**config.mk**
```make
export PLATFORM = sky130hd
export DESIGN_NAME = spike_frame_sequencer_flat
export DESIGN_NICKNAME = d
export VERILOG_FILES = /design/src/rtl/spike_frame_sequencer_if.sv /design/src/rtl/spike_frame_sequencer.sv /design/src/flat_wrapper.sv
export SDC_FILE = /design/constraint.sdc
export NUM_CORES = 1
export LEC_CHECK = 0
export BUFFER_PORTS_ARGS = -buffer_cell sky130_fd_sc_hd__buf_2
export CORE_MARGIN = 4
export CORE_UTILIZATION = 45
export CTS_CLUSTER_SIZE = 12
export DETAILED_ROUTE_END_ITERATION = 6
export PLACE_DENSITY = 0.79
export SLEW_MARGIN = 30
export SYNTH_ARGS = -nofsm -noshare
export SYNTH_HDL_FRONTEND = slang
export SYNTH_SLANG_ARGS = --single-unit
```
**constraint.sdc**
```tcl
create_clock -name clk -period 2.4 [get_ports clk]
set_clock_uncertainty 0.2 [all_clocks]
set_input_delay 0.24 -clock clk [delete_from_list [all_inputs] [get_ports clk]]
set_output_delay 0.24 -clock clk [all_outputs]
set_load 0.05 [all_outputs]
```
**src/rtl/spike_frame_sequencer_if.sv**
```systemverilog
// Sample-in / result-out handshake bundle between the frame sequencer, its sample
// producer, the spiking layer and the result consumer. The sequencer uses the slave modport.
interface spike_frame_sequencer_if #(
  parameter int NUM_SPIKES = 16,
  parameter int TIME_W     = 4,
  parameter int NEURON_W   = 4
);
  logic                         in_valid;
  logic                         in_ready;
  logic                         in_training;
  logic [NUM_SPIKES*TIME_W-1:0] in_spike_times;
  logic [NUM_SPIKES*TIME_W-1:0] spike_times;
  logic                         training;
  logic [TIME_W-1:0]            time_val;
  logic                         frame_start;
  logic [NEURON_W-1:0]          winning_neuron;
  logic                         res_valid;
  logic                         res_ready;
  logic [NEURON_W-1:0]          res_neuron;

  modport slave (
    input  in_valid, in_training, in_spike_times, winning_neuron, res_ready,
    output in_ready, spike_times, training, time_val, frame_start, res_valid, res_neuron
  );

  modport master (
    output in_valid, in_training, in_spike_times, winning_neuron, res_ready,
    input  in_ready, spike_times, training, time_val, frame_start, res_valid, res_neuron
  );
endinterface

```
**src/rtl/spike_frame_sequencer.sv**
```systemverilog
// Frame time-base for the clocked-STDP layer: holds one spike vector per frame, counts ticks,
// captures the winner in test frames. Optional FRAME_COUNT_EN adds saturating per-mode frame counters.
module spike_frame_sequencer #(
  parameter int NUM_SPIKES   = 16,
  parameter int TIME_W       = 4,
  parameter int TRAIN_PERIOD = 16,
  parameter int TEST_PERIOD  = 8,
  parameter int CAPTURE_T    = 6,
  parameter int NEURON_W     = 4
) (
  input  logic                  clk,
  input  logic                  rst_l,
`ifdef FRAME_COUNT_EN
  output logic [15:0]           train_frames,
  output logic [15:0]           test_frames,
`endif
  spike_frame_sequencer_if.slave bus
);

  typedef enum logic {IDLE, RUN} state_t;

  localparam logic [TIME_W-1:0] TRAIN_LAST = TIME_W'(TRAIN_PERIOD - 1);
  localparam logic [TIME_W-1:0] TEST_LAST  = TIME_W'(TEST_PERIOD - 1);
  localparam logic [TIME_W-1:0] CAP_TICK   = TIME_W'(CAPTURE_T);

  state_t                       state_q, state_d;
  logic [TIME_W-1:0]            time_q, time_d;
  logic [NUM_SPIKES*TIME_W-1:0] spikes_q, spikes_d;
  logic                         training_q, training_d;
  logic                         frame_start_q, frame_start_d;
  logic                         res_valid_q, res_valid_d;
  logic [NEURON_W-1:0]          res_neuron_q, res_neuron_d;

  logic [TIME_W-1:0] last_tick;
  logic              frame_end;
  logic              in_ready_w;
  logic              accept;
  logic              capture;

  assign last_tick  = training_q ? TRAIN_LAST : TEST_LAST;
  assign frame_end  = (state_q == RUN) && (time_q == last_tick);
  // An unconsumed result blocks the next frame; a same-cycle res_ready frees it.
  assign in_ready_w = ((state_q == IDLE) || frame_end) && !(res_valid_q && !bus.res_ready);
  assign accept     = bus.in_valid && in_ready_w;
  assign capture    = (state_q == RUN) && !training_q && (time_q == CAP_TICK);

`ifdef FRAME_COUNT_EN
  logic [15:0] train_cnt_q, train_cnt_d;
  logic [15:0] test_cnt_q, test_cnt_d;
`endif

  always_comb begin
    state_d       = state_q;
    time_d        = time_q;
    spikes_d      = spikes_q;
    training_d    = training_q;
    frame_start_d = 1'b0;
    res_valid_d   = res_valid_q;
    res_neuron_d  = res_neuron_q;
`ifdef FRAME_COUNT_EN
    train_cnt_d   = train_cnt_q;
    test_cnt_d    = test_cnt_q;
`endif

    case (state_q)
      RUN: begin
        if (!frame_end) begin
          time_d = time_q + TIME_W'(1);
        end else if (!accept) begin
          state_d = IDLE;
          time_d  = '0;
        end
      end
      default: ;
    endcase

    // Covers both a start from IDLE and a back-to-back start on the last tick.
    if (accept) begin
      state_d       = RUN;
      time_d        = '0;
      spikes_d      = bus.in_spike_times;
      training_d    = bus.in_training;
      frame_start_d = 1'b1;
`ifdef FRAME_COUNT_EN
      if (bus.in_training && (train_cnt_q != 16'hFFFF)) train_cnt_d = train_cnt_q + 16'd1;
      if (!bus.in_training && (test_cnt_q != 16'hFFFF)) test_cnt_d = test_cnt_q + 16'd1;
`endif
    end

    if (capture) begin
      res_valid_d  = 1'b1;
      res_neuron_d = bus.winning_neuron;
    end else if (bus.res_ready) begin
      res_valid_d  = 1'b0;
    end
  end

  always_ff @(posedge clk or negedge rst_l) begin
    if (!rst_l) begin
      state_q       <= IDLE;
      time_q        <= '0;
      spikes_q      <= '0;
      training_q    <= 1'b0;
      frame_start_q <= 1'b0;
      res_valid_q   <= 1'b0;
      res_neuron_q  <= '0;
`ifdef FRAME_COUNT_EN
      train_cnt_q   <= '0;
      test_cnt_q    <= '0;
`endif
    end else begin
      state_q       <= state_d;
      time_q        <= time_d;
      spikes_q      <= spikes_d;
      training_q    <= training_d;
      frame_start_q <= frame_start_d;
      res_valid_q   <= res_valid_d;
      res_neuron_q  <= res_neuron_d;
`ifdef FRAME_COUNT_EN
      train_cnt_q   <= train_cnt_d;
      test_cnt_q    <= test_cnt_d;
`endif
    end
  end

  assign bus.in_ready    = in_ready_w;
  assign bus.spike_times = spikes_q;
  assign bus.training    = training_q;
  assign bus.time_val    = time_q;
  assign bus.frame_start = frame_start_q;
  assign bus.res_valid   = res_valid_q;
  assign bus.res_neuron  = res_neuron_q;
`ifdef FRAME_COUNT_EN
  assign train_frames    = train_cnt_q;
  assign test_frames     = test_cnt_q;
`endif

endmodule

```
**src/flat_wrapper.sv**
```systemverilog
// flat-port wrapper written by rule: the top's interface ports become plain ports
module spike_frame_sequencer_flat 
#(
  parameter int NUM_SPIKES   = 16,
  parameter int TIME_W       = 4,
  parameter int TRAIN_PERIOD = 16,
  parameter int TEST_PERIOD  = 8,
  parameter int CAPTURE_T    = 6,
  parameter int NEURON_W     = 4
)
  (clk, rst_l, bus_in_valid, bus_in_training, bus_in_spike_times, bus_winning_neuron, bus_res_ready, bus_in_ready, bus_spike_times, bus_training, bus_time_val, bus_frame_start, bus_res_valid, bus_res_neuron);
  spike_frame_sequencer_if #(.NUM_SPIKES(NUM_SPIKES), .TIME_W(TIME_W), .NEURON_W(NEURON_W)) bus_i ();
  input  logic clk;
  input  logic rst_l;
  input wire logic [$bits(bus_i.in_valid)-1:0] bus_in_valid;
  input wire logic [$bits(bus_i.in_training)-1:0] bus_in_training;
  input wire logic [$bits(bus_i.in_spike_times)-1:0] bus_in_spike_times;
  input wire logic [$bits(bus_i.winning_neuron)-1:0] bus_winning_neuron;
  input wire logic [$bits(bus_i.res_ready)-1:0] bus_res_ready;
  output wire logic [$bits(bus_i.in_ready)-1:0] bus_in_ready;
  output wire logic [$bits(bus_i.spike_times)-1:0] bus_spike_times;
  output wire logic [$bits(bus_i.training)-1:0] bus_training;
  output wire logic [$bits(bus_i.time_val)-1:0] bus_time_val;
  output wire logic [$bits(bus_i.frame_start)-1:0] bus_frame_start;
  output wire logic [$bits(bus_i.res_valid)-1:0] bus_res_valid;
  output wire logic [$bits(bus_i.res_neuron)-1:0] bus_res_neuron;
  assign bus_i.in_valid = bus_in_valid;
  assign bus_i.in_training = bus_in_training;
  assign bus_i.in_spike_times = bus_in_spike_times;
  assign bus_i.winning_neuron = bus_winning_neuron;
  assign bus_i.res_ready = bus_res_ready;
  assign bus_in_ready = bus_i.in_ready;
  assign bus_spike_times = bus_i.spike_times;
  assign bus_training = bus_i.training;
  assign bus_time_val = bus_i.time_val;
  assign bus_frame_start = bus_i.frame_start;
  assign bus_res_valid = bus_i.res_valid;
  assign bus_res_neuron = bus_i.res_neuron;
  spike_frame_sequencer #(.NUM_SPIKES(NUM_SPIKES), .TIME_W(TIME_W), .TRAIN_PERIOD(TRAIN_PERIOD), .TEST_PERIOD(TEST_PERIOD), .CAPTURE_T(CAPTURE_T), .NEURON_W(NEURON_W)) u_core (.clk(clk), .rst_l(rst_l), .bus(bus_i));
endmodule
```
==> results of run 1 <==
==> worst reg2reg max path: cells and delay by family, from the launching register on <==
kind / cells / cell delay [ps]
muxes: 1 / 390
DFF: 1 / 400
adders and majority gates: 1 / 190
AOI/OAI and AO/OA: 2 / 530
buffers and inverters: 1 / 370
==> cell families (layout without fill, tap and decap cells) <==
logic type	Yosys count	count (layout)	share of synthesized area (%)
flops	76	76	64.82
mux	70	70	26.82
simple gates	14	14	2.260
buf+inv	11	242	2.260
compound gates	6	6	2.090
xor+xnor	3	3	0.8957
fa+ha+maj	2	2	0.8527
==> final timing paths <==
check                                                 from                         end  depth (start not counted)
worst max-delay path                u_core.bus.time_val[3]                bus_in_ready                          4
worst min-delay path                         bus_res_ready        u_core.bus.res_valid                          3
worst max register to register      u_core.bus.time_val[0]  u_core.bus.spike_times[17]                          5
worst min register to register  u_core.bus.spike_times[45]  u_core.bus.spike_times[45]                          1
max in group asynchronous                            rst_l  u_core.bus.spike_times[47]                          3
min in group asynchronous                            rst_l  u_core.bus.spike_times[18]                          2
==> registers in the layout, indices dropped and copies added, names as in the netlist <==
name	cells
u_core.bus.res_neuron	4
u_core.state_q	1
u_core.bus.training	1
u_core.bus.time_val	4
u_core.bus.res_valid	1
u_core.bus.spike_times	64
u_core.bus.frame_start	1
==> synthesized netlist by cell type <==
library cell,instances,area (um^2)
nor2_1,3,11.26
nand3_1,1,5.000
xor2_1,3,26.28
a22oi_1,1,7.510
dfrtp_1,76,1902
buf_4,1,7.510
mux2_2,69,777.0
and2_1,1,6.260
buf_2,5,25.02
mux2i_1,1,10.01
ha_1,2,25.02
nand4_1,1,6.260
nand2_1,5,18.77
o21ai_0,2,10.01
a21boi_0,1,7.510
nor2b_1,2,12.51
nand2b_1,1,6.260
inv_1,3,11.26
o2bb2ai_1,1,8.760
buf_6,2,22.52
a2111oi_4,1,27.53
==> cell type report <==
class / instances / area, um^2
clock buffers: 12 / 155.1
clock inverters: 4 / 95.09
fillers: 406 / 1613
inverters: 3 / 11.26
multi-input cells: 95 / 965.9
flip-flops and latches: 76 / 1904
well taps: 77 / 96.34
repair buffers: 223 / 1509
==> layer usage <==
layer	vias up	wire length [um]	global-route usage (%)
li1	1088	-	-
met1	1120	2844	21.70
met2	96	4098	35.56
met3	12	653	5.587
met4	0	116	7.143
met5	-	0	0
==> stage by stage <==
step | cell area (um^2) | worst slack (ps)
after floorplan | 2937 | 71.17
after global placement | 3776 | 254.7
after detailed placement | 3776 | 217.4
after CTS | 4737 | 145.0
after global routing | 4737 | 14.00
final | 4737 | 178.5
==> timing repair <==
item / in CTS / in global routing
endpoints found under the hold margin: 108 / 0
endpoints found under the setup margin: 0 / 0
hold buffers: 71 / 0
setup buffers: 0 / 0
==> impl.org, run 1 <==
** Clocking
- Cell at the root of the clock tree :: clkbuf_8
- Counting along the longest clock path gives a buffer depth of 2.
- Max H-tree Level :: 3
- Number of instances resized during post-cts repair :: 0
- TritonCTS built the clock tree.
- Clock-pin slew on the worst setup and hold paths :: 80 ps
- Number of clock buffers inserted by TritonCTS :: 9
- Clk Latency, worst-skew pair :: 330 ps
- The clock net in this run drives a total of 76 sinks.

** Drt
- After detailed routing, the number of vias per cell comes to 4.727.
- After detailed routing, the average wire length per cell comes to 15.74 um.
- Vias :: 2316
- In the routed design, unresolved DRC markers number 0.
- The count of nets left with antenna violations once routing finished came out at 0.
- DRT iter0 DRCs :: 53
- After detailed routing, the total wire length is 7712 um.
- Drt first pass iters :: 4

** Timing
- At the pin with the least slew margin, the transition time is 505.8 ps.
- Setup repair after global routing left no endpoint under its margin.
- Post-layout minimum cycle time :: 2221 ps
- The number of pins with negative max-slew slack in the final report was 0.
- Setup TNS :: 0 ps
- Final Setup Violations :: 0
- Achievable clock frequency :: 450.1 MHz
- The number of hold violations in the final report was 0.
- Post-Route Hold Slack :: 16.30 ps
- Relative slew slack :: 66.28%
- In the finished design, the share of the clock period the worst path needs comes to 92.56%.

** Setup path
- Arrival time at the worst endpoint :: 1780 ps
- Crit path max-delay cell type :: dfrtp_1
- Largest delay contributor family on the critical path :: flip-flops
- Critical Path End Type :: output pin
- The number of buffers and inverters on the critical path is 1.
- Required time of the critical path :: 1960 ps
- Worst-path maximum fanout :: 5
- Cells along the critical path :: xor2_1 -> o21ai_0 -> and2_1 -> buf_2
- Kind of start point of the critical path :: flip-flop
- Register-to-register path setup slack :: 210 ps
- The critical path is of the flip-flop to output pin type.
- On the worst path, the slowest cell contributes a delay of 430 ps.

** Die
- Height of the die :: 88.75 um
- Number of placement rows :: 29
- In this run the count of I/O pins placed on the die edge is 149.
- Measured along the x axis, the die boundary spans 88.75 um.
- The die covers 7876 um^2.
- The total area inside the core boundary comes to 6350 um^2.
- Initial Util :: 46.21%

** Final layout
- Ant. Diodes :: 0
- The final layout contains 483 nets.
- Measured on the finished design, the core utilization comes to 74.60%.
- The area growth from synthesis to layout is 61.45%.
- In the layout the commonest cells are buf_2, dfrtp_1, dlygate4sd3_1.
- Count of non-filler cells in the finished layout :: 490
- The post-route netlist has 57.87% of its cells at a drive strength greater than 1.
- Most common library cell in the layout ignoring fill and taps :: buf_2

** Yosys
- The synthesized design contains 76 register bits.
- In the synthesized netlist, the number of instances is 182.
- Net count after synthesis :: 257
- Synth cell types :: 21
- Mapped cell area :: 2934 um^2
- Synth Area per Inst :: 16.12 um^2
- Yosys printed 0 warnings.
- Of the synthesized area, sequential elements account for 64.82%.

** Flow run
- Max-cap violations in this run came to 0.

** Global routing
- In the global route stage, overall resource usage came out at 19.60%.
- The number of antenna violations at the first check in global routing is 0.
- GR Overflow Total :: 0
- Number of global-route vias before repair :: 2465
- Entering global routing, the biggest net connects 45 pins.
- Wire length of the first global-routing pass :: 11720 um

** Status
- The run finished with clean final reports.

** Placed design
- GP Congestion :: 0.8104
- In this run, placement finished with an instance count of 403.
- Buffers added on ports :: 148
- HPWL reported at the end of detailed placement :: 4640 um

** Worst hold path
- Tightest Hold Check Type :: input port to flip-flop
Power of run 1 is left out: the tool's default activity adds up to more than one toggle a clock period on the data nets, which glitch-free logic cannot reach.
==> inputs of run 2 (changes only) <==
Settings changed: CORE_UTILIZATION 45 to 41, PLACE_DENSITY 0.79 to 0.74.
Clock period 2.4 ns to 2 ns, I/O delays scaled along.
==> run 2 against run 1 <==
Net effect: the run now ends with setup timing left; critical path depth up 1; sequential share of layout area down 1.5 points; die area up 8.9%; highest routed layer unchanged; hold slack better by 180 ps; largest cell class unchanged; sequential cell count unchanged; utilization down 2.7 points; setup slack worse by 180 ps; first-iteration DRC count down 3.8%; final cell count up 5.9%; count of clock-buffer cells in the layout down 2.
==> impl.org, run 2 (synthesis results as in run 1) <==
** Die
- The region available for standard cell placement spans 6869 um^2.
- Measured along the y axis, the die boundary spans 92.60 um.
- The floorplan has 30 rows.
- The die covers 8574 um^2.
- Boundary Pins :: 149
- Initial Util :: 42.71%
- Die width :: 92.60 um

** Setup path
- The cell that appears most often on the critical path is buf_6.
- For this design, the slowest cell found on the critical path is dfrtp_2.
- Critical Path End Type :: flip-flop
- Cell count of the worst reg-to-reg path :: 5
- STA classifies the critical path startpoint as a flip-flop.
- STA puts the critical path data arrival time at 2020 ps.
- Cells along the critical path :: xor2_2 -> a2111oi_4 -> buf_6 -> buf_6 -> mux2_2
- In this run the critical register-to-register path is captured at u_core.bus.spike_times[4].
- Beginning of the critical path :: u_core.bus.training
- Across all register-to-register paths, the minimum setup slack is -4 ps.
- Along the worst path, the maximum fanout reaches 14.
- Required time of the critical path :: 2020 ps
- Reg-to-Reg Start :: u_core.bus.training
- For this run, the slowest stage of the critical path takes 430 ps.
- Following the worst setup path forward leads to its endpoint at u_core.bus.spike_times[4].
- The critical path is of the flip-flop to flip-flop type.

** Drt
- DRT iter0 DRCs :: 51
- The detail route stage leaves a number of antenna-violating nets equal to 0.
- Drt total wl :: 8667 um
- In the final routed layout, each cell accounts on average for 16.70 um.
- For this run, design rule violations remaining after detail routing come to 0.
- The first TritonRoute pass finished after 4 iterations.
- Across all layers, the routed design uses 2431 vias.
- Dividing the detail-routed via count by the number of cells gives 4.684.

** Timing
- Final Max Slew Viols :: 0
- The routed design could run at a clock period as short as 2004 ps.
- Setup repair after global routing could not meet its margin everywhere.
- Of the available clock period, the critical path in the final layout requires 100.2%.
- Hold timing on the final database bottoms out at a slack of 195.5 ps.
- Achievable clock frequency :: 499.0 MHz
- Pin slew with the least headroom to its limit :: 541.9 ps
- In this run the tightest slew margin relative to its limit is 63.87%.
- Final Setup Violations :: 4
- Final worst-path setup slack :: -4.208 ps
- The number of hold violations in the final report came to 0.

** Global routing
- Pin count of the biggest net entering global routing :: 43
- The via count of the first global-routing pass is 2640.
- The number of antenna violations at the first check in global routing is 0.
- Wire length of the first global-routing pass :: 13010 um
- Tot GR Track Use :: 19.38%
- GR Overflow Total :: 0

** Final layout
- Leaving out fill and tap cells, the most frequent cell in the layout is buf_2.
- Post-layout net count :: 495
- Max reg flops :: 64
- Commonest cells after routing, fill and taps aside :: buf_2, dlygate4sd3_1, dfrtp_1
- Filler cells :: 474
- Area Growth Syn to Fin :: 68.23%
- Share of layout cells above drive strength 1 :: 60.28%
- Ant. Diodes :: 0
- Area of all placed cells without fillers :: 4936 um^2

** Placed design
- GP Congestion :: 0.7589
- Setup WS pre-CTS :: -108.3 ps
- Placed cell areas :: 3870 um^2
- After legalization and detailed placement, the total HPWL measured 4685 um.
- Buffers added on ports :: 148

** Pwr
- Of the total power, the clock network draws 9.9%.
- Of the total power, registers draw 29.5%.
- IR analysis of the VDD net gives a maximum drop of 1416 uV.
- Part of the total power dissipated in combinational logic :: 60.6%
- Total power for the finished layout comes to 9.347 mW.
- Summed over all cells, the static leakage comes to 2.450 nW.
- Power density over the cells :: 1894 nW/um^2
- Internal Power :: 4.630 mW
- Net switching power :: 4.717 mW
- Net switching is 50.46% of the power.

** Worst hold path
- The min-delay analysis places its worst path in the category input port to async pin.

** Clocking
- CTS tree :: done
- The longest clock path from root to sink contains 2 buffers.
- Max H-tree Level :: 3
- CTS placed an instance of clkbuf_8 at the clock tree root.
- Clock sinks :: 76
- For the worst-skew pair, the clock arrives at the later sink with an insertion delay of 330 ps.
- Number of clock buffers inserted by TritonCTS :: 9
- After clock tree synthesis, the clock-pin slew on the worst setup and hold paths is 80 ps.

** Status
- Run status :: complete, but fails checks
- Violations in the final reports :: setup timing

** Flow run
- Max-cap violations in this run came to 0.
run 2: layout make-up:
class / count / area (um^2) / share of cell area [%]
clock buffer: 10 / 127.6 / 2.586
clock inverter: 4 / 20.02 / 0.4056
inverter: 3 / 11.26 / 0.2281
multi-input combinational: 95 / 1094 / 22.15
sequential: 76 / 1909 / 38.68
tap: 96 / 120.1 / 2.433
timing repair buffer: 235 / 1654 / 33.51
run 2: critical path: cells and delay by family, from the launching register on:
family / cells / cell delay, ps
AOI/OAI and AO/OA: 1 / 330
DFF: 1 / 430
muxes: 1 / 360
xor gates and xnor gates: 1 / 200
buffers and inverters: 2 / 370
run 2: what timing repair did:
item	CTS	global route
cloned	2	1
endpoints found under the setup margin	58	66
setup buffers	1	0
hold buffers	72	0
resized for setup	1	32
endpoints found under the hold margin	113	0
pin swaps	1	0
run 2: how the worst min path moves through the flow:
| stage | from | endpoint | slack (ps) | depth (start not counted) |
|---|---|---|---|---|
| floorplan | rst_l | u_core.bus.frame_start | -300 | 0 |
| global placement | rst_l | u_core.bus.spike_times[23] | 20 | 1 |
| detailed placement | rst_l | u_core.bus.spike_times[22] | 20 | 1 |
| CTS | rst_l | u_core.bus.res_valid | 200 | 2 |
| global route | rst_l | u_core.bus.res_valid | 230 | 2 |
| finish | rst_l | u_core.bus.spike_times[22] | 200 | 2 |
run 2: per-stage QoR:
| stage | utilization, % | cells | setup TNS, ps |
|---|---|---|---|
| after floorplan | - | 182 | -7285 |
| after global placement | 56.34 | 429 | -2914 |
| after detailed placement | 56.34 | 429 | -5238 |
| after CTS | 69.76 | 518 | -135.7 |
| after global routing | 71.86 | 519 | -3107 |
| final | 71.86 | 519 | -7.455 |
run 2: power groups by stage:
stage               Clock (mW)  Sequential, mW  Combinational (mW)
floorplan                    0            5.40                1.24
global placement             0            2.69                5.11
detailed placement           0            2.73                5.19
CTS                      0.961            2.71                5.39
global route              1.02            2.85                5.92
finish                   0.926            2.76                5.66
run 2: layer usage:
| metal | GRT usage [%] | part of all wire [%] |
|---|---|---|
| met1 | 22.46 | 39 |
| met2 | 33.60 | 51 |
| met3 | 5.361 | 7.5 |
| met4 | 8.168 | 2.3 |
| met5 | 0 | 0 |
Note: power is estimated with default switching activity, not from simulation.
